===== config.mk =====
export PLATFORM = sky130hd
export DESIGN_NAME = uart_tx_ctrl
export DESIGN_NICKNAME = d
export VERILOG_FILES = /design/src/rtl/uart_pkg.sv /design/src/rtl/uart_baud_cnt.sv /design/src/rtl/uart_tx_ctrl.sv
export SDC_FILE = /design/constraint.sdc
export NUM_CORES = 1
export LEC_CHECK = 0
export ABC_AREA = 1
export ABC_CLOCK_PERIOD_IN_PS = 1400
export BUFFER_PORTS_ARGS = -buffer_cell sky130_fd_sc_hd__buf_2
export CAP_MARGIN = 25
export CORE_UTILIZATION = 40
export DETAILED_ROUTE_END_ITERATION = 7
export PLACE_DENSITY = 0.59
export RECOVER_POWER = 25
export SLEW_MARGIN = 30
export SYNTH_ARGS = -nofsm -noshare
export SYNTH_HDL_FRONTEND = slang
export SYNTH_SLANG_ARGS = --single-unit

===== constraint.sdc =====
create_clock -name clk -period 1.4 [get_ports clk]
set_input_delay 0.07 -clock clk [delete_from_list [all_inputs] [get_ports clk]]
set_output_delay 0.07 -clock clk [all_outputs]
set_load 0.01 [all_outputs]

===== src/rtl/uart_pkg.sv =====
// Shared definitions for the UART transmit path: state encoding, frame
// constants and the parity helper.
package uart_pkg;

  localparam int unsigned DATA_BITS = 8;
  localparam logic        LINE_IDLE = 1'b1;
  localparam logic        START_BIT = 1'b0;

  typedef enum logic [2:0] {
    StIdle   = 3'd0,
    StStart  = 3'd1,
    StData   = 3'd2,
    StParity = 3'd3,
    StStop   = 3'd4
  } tx_state_e;

  // Even parity = XOR of the data bits; odd parity is its complement.
  function automatic logic parity_bit(input logic [DATA_BITS-1:0] data, input logic odd);
    return odd ? ~^data : ^data;
  endfunction

endpackage


===== src/rtl/uart_baud_cnt.sv =====
// Free-running bit-period counter. Counts 0..CLKS_PER_BIT-1 and flags the
// terminal count; clr forces the count back to 0.
module uart_baud_cnt #(
  parameter int unsigned CLKS_PER_BIT = 16
) (
  input  logic clk,
  input  logic rst,
  input  logic clr,
  output logic tick
);

  localparam int unsigned CntW = (CLKS_PER_BIT > 1) ? $clog2(CLKS_PER_BIT) : 1;
  localparam logic [CntW-1:0] CntMax = CntW'(CLKS_PER_BIT - 1);

  logic [CntW-1:0] cnt_q;

  // Count up, wrapping at the terminal count or restarting on clr.
  always_ff @(posedge clk or posedge rst) begin
    if (rst) begin
      cnt_q <= '0;
    end else if (clr || (cnt_q == CntMax)) begin
      cnt_q <= '0;
    end else begin
      cnt_q <= cnt_q + CntW'(1);
    end
  end

  assign tick = (cnt_q == CntMax);

endmodule


===== src/rtl/uart_tx_ctrl.sv =====
// UART transmit controller: one frame per accepted byte (start, 8 data bits
// LSB-first, optional parity, one stop bit).
module uart_tx_ctrl
  import uart_pkg::*;
#(
  parameter int unsigned CLKS_PER_BIT = 16
) (
  input  logic       clk,
  input  logic       rst,
  input  logic [7:0] tx_data,
  input  logic       tx_valid,
  output logic       tx_ready,
  input  logic       parity_en,
  input  logic       parity_odd,
  output logic       tx,
  output logic       busy,
  output logic       done
);

  localparam logic [2:0] LastBit = 3'(DATA_BITS - 1);

  tx_state_e      state_q;
  logic [7:0]     data_q;
  logic           par_en_q;
  logic           par_odd_q;
  logic [2:0]     bit_idx_q;
  logic [2:0]     bit_idx_nxt;
  logic           tick;
  logic           baud_clr;

  // Hold the bit timer at zero while idle so every frame starts on a fresh period.
  assign baud_clr    = (state_q == StIdle);
  assign bit_idx_nxt = bit_idx_q + 3'd1;
  assign tx_ready    = (state_q == StIdle);

  uart_baud_cnt #(
    .CLKS_PER_BIT(CLKS_PER_BIT)
  ) u_baud_cnt (
    .clk (clk),
    .rst (rst),
    .clr (baud_clr),
    .tick(tick)
  );

  // Frame sequencer; tx/busy/done are registered alongside the state.
  always_ff @(posedge clk or posedge rst) begin
    if (rst) begin
      state_q   <= StIdle;
      data_q    <= '0;
      par_en_q  <= 1'b0;
      par_odd_q <= 1'b0;
      bit_idx_q <= '0;
      tx        <= LINE_IDLE;
      busy      <= 1'b0;
      done      <= 1'b0;
    end else begin
      done <= 1'b0;
      unique case (state_q)
        StIdle: begin
          if (tx_valid) begin
            data_q    <= tx_data;
            par_en_q  <= parity_en;
            par_odd_q <= parity_odd;
            bit_idx_q <= '0;
            state_q   <= StStart;
            tx        <= START_BIT;
            busy      <= 1'b1;
          end
        end
        StStart: begin
          if (tick) begin
            state_q   <= StData;
            bit_idx_q <= '0;
            tx        <= data_q[0];
          end
        end
        StData: begin
          if (tick) begin
            if (bit_idx_q != LastBit) begin
              bit_idx_q <= bit_idx_nxt;
              tx        <= data_q[bit_idx_nxt];
            end else if (par_en_q) begin
              state_q <= StParity;
              tx      <= parity_bit(data_q, par_odd_q);
            end else begin
              state_q <= StStop;
              tx      <= LINE_IDLE;
            end
          end
        end
        StParity: begin
          if (tick) begin
            state_q <= StStop;
            tx      <= LINE_IDLE;
          end
        end
        StStop: begin
          if (tick) begin
            state_q <= StIdle;
            tx      <= LINE_IDLE;
            busy    <= 1'b0;
            done    <= 1'b1;
          end
        end
        default: begin
          state_q <= StIdle;
          tx      <= LINE_IDLE;
          busy    <= 1'b0;
        end
      endcase
    end
  end

endmodule


# After elaboration in Yosys (flattened, before gate mapping)
# Cells that the tools add are included.
# Widths: inputs -> output; s select.
# word_totals
reg_bits,23
out_inout_bits,4
# op_classes
addsub,2
n_lt_le_gt_ge,1
n_eq_ne,14
mux,28
bitwise,1
n_reduce_logical,12
# ops
operator,n
$mux 3,10
$pmux 3 s5,1
$ne 2x2->1 const B,7
$mux 1,12
$pmux 3 s3,1
$reduce_xnor 8->1,1
$reduce_xor 8->1,1
$eq 3x2->1 const B,2
$reduce_and 6->1,1
$reduce_and 5->1,1
$add 4x1->4 const B,1
$eq 4x4->1 const B,1
$lt 3x4->1 const B,1
$mux 4,1
$pmux 1 s4,1
$reduce_and 4->1,1
$add 3x1->3 const B,1
$bmux 1 s3,1
$eq 3x1->1 const B,1
$eq 3x3->1 const B,1
$logic_not 3->1,1
$ne 3x3->1 const B,1
$pmux 1 s3,1
$reduce_and 3->1,1
7 further kinds,7

# Depth between registers and ports, before layout
# Gate-level depths: netlist of the first run.
# depth
word_depth,6
depth_mapped,11

# Modules after synthesis
# Synthesis of the first run repeated with hierarchy kept, for this count alone.
# unflattened
cells_unflattened,179
hier_area_um2,1383.8
# modules_own_cells
mod,n_inst,cells_per_inst,area_each_um2,seq_area_each_um2
uart_tx_ctrl,1,159,1187.4,476.7
uart_baud_cnt,1,20,196.4,100.1

# Least setup slack after synthesis of the first run
# OpenSTA, ideal clock, no wires.
# synth_timing
path_type,register to register
start,reg bit_idx_q[0]
end,reg bit_idx_q[0]
t_arrival_ps,1274
t_required_ps,1277
setup_slack_ps,3
path_stages_with_launch,9
path_buffers,0
period_less_slack_ps,1397
cell_sequence,dfrtp_1 ha_1 ha_1 inv_1 nor2_1 nor2_1 nand2_4 a21oi_2 a21oi_2
# synth_via
elab_chain_cells,4
elab_cells_between_ends,7
classes_between,add/sub: 1; eq/ne: 2; mux: 3; reduce/logical: 1
# synth_lines
item,line,rtl
"start, declared",uart_tx_ctrl.sv:26,logic [2:0] bit_idx_q;
"start signal, assigned",uart_tx_ctrl.sv:80,bit_idx_q <= bit_idx_nxt;
$add 3x1->3,uart_tx_ctrl.sv:33,assign bit_idx_nxt = bit_idx_q + 3'd1;
$mux 3,uart_tx_ctrl.sv:79,if (bit_idx_q != LastBit) begin
$mux 3,uart_tx_ctrl.sv:78,if (tick) begin
$pmux 3 s3,uart_tx_ctrl.sv:58,unique case (state_q)
# Parallel ways exist; a longest one is shown, timed or not. The select of a mux whose other input is x is not followed.
# A chain may end at the register's enable or synchronous reset.

# Worst setup path in the final report of the first run
# layout_timing
start,reg state_q[1]
end,reg state_q[2]
# layout_via
elab_chain_cells,3
elab_cells_between_ends,13
classes_between,eq/ne: 10; mux: 1; reduce/logical: 2
# layout_lines
item,line,rtl
"start, declared",uart_tx_ctrl.sv:22,tx_state_e state_q;
"start signal, assigned",uart_tx_ctrl.sv:48,state_q <= StIdle;
"start signal, assigned",uart_tx_ctrl.sv:65,state_q <= StStart;
"start signal, assigned",uart_tx_ctrl.sv:72,state_q <= StData;
"$eq 3x2->1, or another cell as far along",uart_tx_ctrl.sv:58,
$ne 2x2->1 (no line),-,
$reduce_and 6->1 (no line),-,
# Parallel ways exist; a longest one is shown, timed or not.

==> results of run 1 <==
==> final cells by class <==
cell class	instances	area (um2)
clock buffers	4	26.3
fillers	255	1130
inverters	22	85.1
multi-input cells	105	653
flip-flops and latches	23	577
well taps	31	38.8
repair buffers	46	342
==> timing repair <==
action	CTS	global route
endpoints found under the hold margin	28	0
setup buffers	3	7
hold buffers	7	0
endpoints found under the setup margin	13	15
pin swaps	6	9
resized for setup	9	13
==> routing by layer <==
metal / vias up / wire (um) / share of wire
met2: 14 / 1430 / 0.52
met3: 4 / 56 / 0.021
met1: 526 / 1210 / 0.44
met5: - / 0 / 0
met4: 0 / 30 / 0.011
li1: 584 / - / -
==> sequential cells by signal, indices dropped and copies added, names as in the netlist <==
name / cells
data_q: 8
busy: 1
state_q: 3
done: 1
bit_idx_q: 3
par_en_q: 1
u_baud_cnt.cnt_q: 4
par_odd_q: 1
tx: 1
==> power groups by stage <==
| stage | clock (mW) | combinational (mW) | sequential [mW] |
|---|---|---|---|
| 2_1_floorplan | 0 | 1.41 | 1.17 |
| 3_3_place_gp | 0 | 1.95 | 1.17 |
| 3_5_place_dp | 0 | 2.02 | 1.18 |
| 4_1_cts | 0.324 | 2.22 | 1.19 |
| 5_1_grt | 0.339 | 2.89 | 1.22 |
| 6_report | 0.314 | 2.57 | 1.19 |
==> logic make-up after synthesis <==
logic type / Yosys count / share of synthesized area
adders and majority gates: 3 / 0.0300
buffers and inverters: 23 / 0.0720
xor gates and xnor gates: 3 / 0.0210
and+or+nand+nor: 64 / 0.236
muxes: 3 / 0.0270
DFF: 23 / 0.461
AOI/OAI and AO/OA: 32 / 0.153
==> worst register-to-register path: stages, from the launching register on <==
cell and delay, ns:
dfrtp_1 0.42, nor2_2 0.16, inv_2 0.08, nor2_4 0.11, buf_6 0.12, inv_4 0.03
nor2_4 0.15, a21oi_4 0.06, nand2_4 0.10, buf_6 0.10, o21ai_2 0.04
==> stage by stage <==
step / area [um2] / util / worst slack [ns] / hold WS [ns]
finish: 1720 / 0.604 / -0.0631 / 0.00769
global route: 1720 / 0.604 / -0.128 / 0.0249
CTS: 1620 / 0.567 / -0.0618 / 0.00772
floorplan: 1250 / - / 0.00281 / 0.0712
detailed placement: 1460 / 0.513 / -0.0457 / 0.136
global placement: 1460 / 0.513 / -0.000944 / 0.123
==> cells in the mapped netlist, drive strengths merged <==
cell type  instances
dfrtp             22
nand2             32
mux2               3
nor3               1
o31ai              2
dfstp              1
inv               22
xnor2              2
nor2              22
buf                1
xor2               1
nand3              9
o21ai             11
a21oi             18
a31oi              1
ha                 3
==> final timing paths <==
| path | cells after the start | end |
|---|---|---|
| max in group asynchronous | 4 | data_q[5]$_DFFE_PP0P_ |
| hold / removal | 3 | data_q[4]$_DFFE_PP0P_ |
| hold reg to reg | 2 | tx$_DFFE_PP1P_ |
| setup reg to reg | 10 | state_q[2]$_DFFE_PP0P_ |
| min in group asynchronous | 4 | u_baud_cnt.cnt_q[2]$_DFF_PP0_ |
| setup / recovery | 10 | state_q[2]$_DFFE_PP0P_ |
==> metrics.cfg, run 1 <==
[run_status]
status = finished with violations
violations = design-rule violations, negative setup slack

[sta]
setup_viol = 9
hold_viol_final = 0
grt_setup_unrepaired = yes
drv_slew = 0
layout_setup_ws_ns = -0.0631
maxSlewHeadroom = 0.612
max_slew.worst_pin.slew_ns = 0.581
timing.final.crit_share = 1.05
fin_tns_setup_ns = -0.412
period_minus_slack_ns = 1.46
fmax_mhz = 683
fin_skew_ns = 0.0128

[clock_tree]
cts_tree = done
numCtsBuffers = 3
cts_buffer_depth = 2
cts_root_buffer = clkbuf_4
clk_pin_slew_worst_paths_ns = 0.13
htreeDepth = 1
clk_latency_ns = 0.32
cts_sinks = 23

[synthesis]
synth_cell_types = 25
ys_seq_area_frac = 0.461
synth_nets = 167
synth_seq_cells = 23
synthTopCellsByArea = dfrtp_1, nand2_1, a21oi_1
yosys.area.top_type_share = 0.440
yosysTopAreaCell = dfrtp_1
syn_inst = 151
yosys_warnings = 0
avgSynthCellArea_um2 = 8.29
syn-cell-area_um2 = 1250

[floorplanning]
fp.dieH_um = 57.9
rows = 19
core-area_um2 = 2850
die_area_um2 = 3360
pin_count = 17
initial_core_util = 0.439
fp.dieW_um = 57.9

[detailed_routing]
drtIter0Drc = 23
avgViaCountPerCell = 4.88
wire_per_inst_um = 11.8
drt-total-wl_um = 2730
routed-via-count = 1128
firstDrtPassIters = 6
drc = 1
ant_nets = 0

[worst_setup_path]
r2r-start = state_q[1]$_DFFE_PP0P_
cp_num_buf_inv = 4
critPathSlowestCell = dfrtp_1
endpoint_kind = register
r2r_setup_slack_ns = -0.06
crit_chain = nor2_2, inv_2, nor2_4, buf_6, inv_4, nor2_4, a21oi_4, nand2_4, buf_6, o21ai_2
crit_fanout = 5
crit_type = reg -> reg
startpoint = state_q[1]$_DFFE_PP0P_
critPathLaunchType = register
crit_path_max_incr_delay_ns = 0.42
required_ns = 1.63
cp.arrival_ns = 1.69
crit_family = simple AND/OR/NAND/NOR gates

[worst_hold_path]
min_from = tx_data[4]
hold_path.class = in -> reg

[global_routing]
use_met3 = 0.0268
grt_pass1_wl_um = 4670
grt_overflow = 0
grt_pass1_vias = 1136
grt_use_met1 = 0.218
grt_max_degree = 24
grtUsageMet2 = 0.337
gr-max-usage-layer = met2
grt_antenna_before_repair = 0
grt.total_usage = 0.182

[pwr]
seq_power_share = 0.291
powerDensity_nw_per_um2 = 2370
power_mw = 4.08
switching_share = 0.437
p_int_mw = 2.29
ir_drop_uv = 1100
p_leak_nw = 0.861
clockPowerShare = 0.077
pwr-share-comb = 0.632
power_switching_mw = 1.78

[finish]
instances_no_fill = 231
layout_common_cells = nand2_1, dfrtp_1, buf_4
drive_gt1_frac = 0.375
syn2layout_area_growth_pct = 37.6
nets = 217
diodes = 0
layout_commonest_cell = nand2_1

[place]
gp_congestion = 0.838
dpl.hpwl_um = 1930
numPortBuffers = 16
dp.cells = 210

[run]
cap_violations = 0

(Power assumes the default switching activity.)
==> inputs of run 2 (changes only) <==
--- a/config.mk
+++ b/config.mk
@@ -8,10 +8,9 @@
 export ABC_AREA = 1
 export ABC_CLOCK_PERIOD_IN_PS = 1400
 export BUFFER_PORTS_ARGS = -buffer_cell sky130_fd_sc_hd__buf_2
-export CAP_MARGIN = 25
 export CORE_UTILIZATION = 40
 export DETAILED_ROUTE_END_ITERATION = 7
-export PLACE_DENSITY = 0.59
+export PLACE_DENSITY = 0.67
 export RECOVER_POWER = 25
 export SLEW_MARGIN = 30
 export SYNTH_ARGS = -nofsm -noshare
==> constraint.sdc (replaced) <==
create_clock -name clk -period 1.4 [get_ports clk]
set_input_delay 0.14 -clock clk [delete_from_list [all_inputs] [get_ports clk]]
set_output_delay 0.14 -clock clk [all_outputs]
set_load 0.01 [all_outputs]
==> run 2 against run 1 <==
The flow finishes with violations (negative setup slack). Register-to-register slack improved by 0.05 ns. Die area did not move. Fmax rose by 3.5%. Clock skew fell by 0.010 ns. Worst hold slack improved by 0.039 ns. Highest routed layer unchanged. Routed wire length fell by 3.5%. Worst setup slack improved by 0.050 ns. Non-clock buffer count fell by 6. Critical path depth did not move.
==> metrics.cfg, run 2 (synthesized netlist as in run 1, its figures left out) <==
[worst_setup_path]
crit_end = state_q[1]$_DFFE_PP0P_
r2r-start = state_q[1]$_DFFE_PP0P_
cp_num_buf_inv = 3
crit_path_max_incr_delay_ns = 0.41
startpoint = state_q[1]$_DFFE_PP0P_
critPathLaunchType = register
crit_type = reg -> reg
critPathSlowestCell = dfrtp_1
r2r_setup_slack_ns = -0.01
required_ns = 1.64
endpoint_kind = register
crit_top_cell = nor2_4
r2r_cells = 10
r2r_end = state_q[1]$_DFFE_PP0P_
cp.arrival_ns = 1.66
crit_chain = nor2_2, inv_2, nor2_4, buf_6, inv_4, nor2_4, a21oi_4, nand2_4, nand2_2, o31ai_4
crit_fanout = 5
cp.depth = 10
crit_family = simple AND/OR/NAND/NOR gates

[floorplanning]
die_area_um2 = 3360
pin_count = 17
fp.dieH_um = 57.9
initial_core_util = 0.439
fp.dieW_um = 57.9
core-area_um2 = 2850
rows = 19

[detailed_routing]
firstDrtPassIters = 4
drt-total-wl_um = 2630
avgViaCountPerCell = 4.87
wire_per_inst_um = 11.7
routed-via-count = 1095
drc = 0
ant_nets = 0
drtIter0Drc = 22

[sta]
hold_viol_final = 0
grt_setup_unrepaired = yes
timing.hold.ws_ns = 0.0470
fmax_mhz = 708
setup_viol = 5
timing.final.crit_share = 1.01
drv_slew = 0
fin_tns_setup_ns = -0.0272
fin_skew_ns = 0.00281
layout_setup_ws_ns = -0.0134
period_minus_slack_ns = 1.41
max_slew.worst_pin.slew_ns = 0.565
maxSlewHeadroom = 0.623

[run]
cap_violations = 0

[run_status]
status = finished with violations
violations = negative setup slack

[clock_tree]
cts_buffer_depth = 2
clk_pin_slew_worst_paths_ns = 0.12
htreeDepth = 1
cts_sinks = 23
numCtsBuffers = 3
cts_root_buffer = clkbuf_4
cts_tree = done
clk_latency_ns = 0.31

[global_routing]
grt_pass1_wl_um = 4360
grt.total_usage = 0.170
grt_max_degree = 24
grt_pass1_vias = 1088
grt_antenna_before_repair = 0
grt_overflow = 0

[finish]
syn2layout_area_growth_pct = 34.5
layout_common_cells = nand2_1, dfrtp_1, buf_4
largest_reg_flops = 8
nets = 211
final_util = 0.590
reg_top3 = data_q (8), u_baud_cnt.cnt_q (4)
layout_commonest_cell = nand2_1
largest_register = data_q
nFillCells = 258
instances_no_fill = 225
diodes = 0
drive_gt1_frac = 0.397

[pwr]
ir_drop_uv = 1230
p_leak_nw = 0.836
power_mw = 4.03
powerDensity_nw_per_um2 = 2400

[place]
dp.cells = 213
gp_congestion = 0.787
dpl.hpwl_um = 1870
numPortBuffers = 16

[worst_hold_path]
hold_path.class = in -> reg

-- run 2: changes by cell type in the layout (fill, tap and decap cells not counted), sizes merged --
cell / change
dlygate4sd3: -6
-- run 2: stage by stage --
| step | worst slack [ns] | cell area, um2 |
|---|---|---|
| after floorplan | 0.00281 | 1250 |
| after global placement | 0.0235 | 1490 |
| after detailed placement | -0.0408 | 1490 |
| after CTS | -0.0177 | 1590 |
| after global routing | -0.104 | 1680 |
| final | -0.0134 | 1680 |
-- run 2: layout make-up --
type,count,area [um2],area share
Inverter,22,85.1,0.0506
Multi-Input combinational cell,105,681,0.404
Sequential cell,23,578,0.343
Timing Repair Buffer,40,274,0.163
Tap cell,31,38.8,0.0230
Clock buffer,4,26.3,0.0156
-- run 2: timing repair --
action / 4_1_cts / 5_1_grt
setup buffers: 4 / 3
endpoints found under the setup margin: 7 / 17
hold buffers: 1 / 0
pin swaps: 7 / 10
resized for setup: 9 / 17
endpoints found under the hold margin: 22 / 0
-- run 2: where the power goes --
group | switching, mW | internal [mW]
clock network | 0.198 | 0.112
logic | 1.33 | 1.19
registers | 0.241 | 0.960
total | 1.77 | 2.27
-- run 2: worst register-to-register path: stages (launching register included) --
cell and delay, ns:
dfrtp_1 0.41, nor2_2 0.15, inv_2 0.07, nor2_4 0.10
buf_6 0.13, inv_4 0.04, nor2_4 0.16, a21oi_4 0.06
nand2_4 0.11, nand2_2 0.08, o31ai_4 0.05
-- run 2: per-layer routing --
metal,vias up,share of wire,global-route usage
li1,571,-,-
met5,-,0,0
met4,0,0.018,0.0850
met3,5,0.021,0.0201
met2,16,0.51,0.310
met1,503,0.45,0.197
-- run 2: worst min path at each step --
stage,slack [ns],start,cells after the start,end
floorplan,0.14,rst,1,bit_idx_q[0]$_DFFE_PP0P_
global placement,0.19,rst,3,data_q[2]$_DFFE_PP0P_
detailed placement,0.19,rst,3,bit_idx_q[2]$_DFFE_PP0P_
CTS,0.04,tx_data[5],2,data_q[5]$_DFFE_PP0P_
global route,0.05,tx_data[5],2,data_q[5]$_DFFE_PP0P_
finish,0.05,tx_data[5],2,data_q[5]$_DFFE_PP0P_
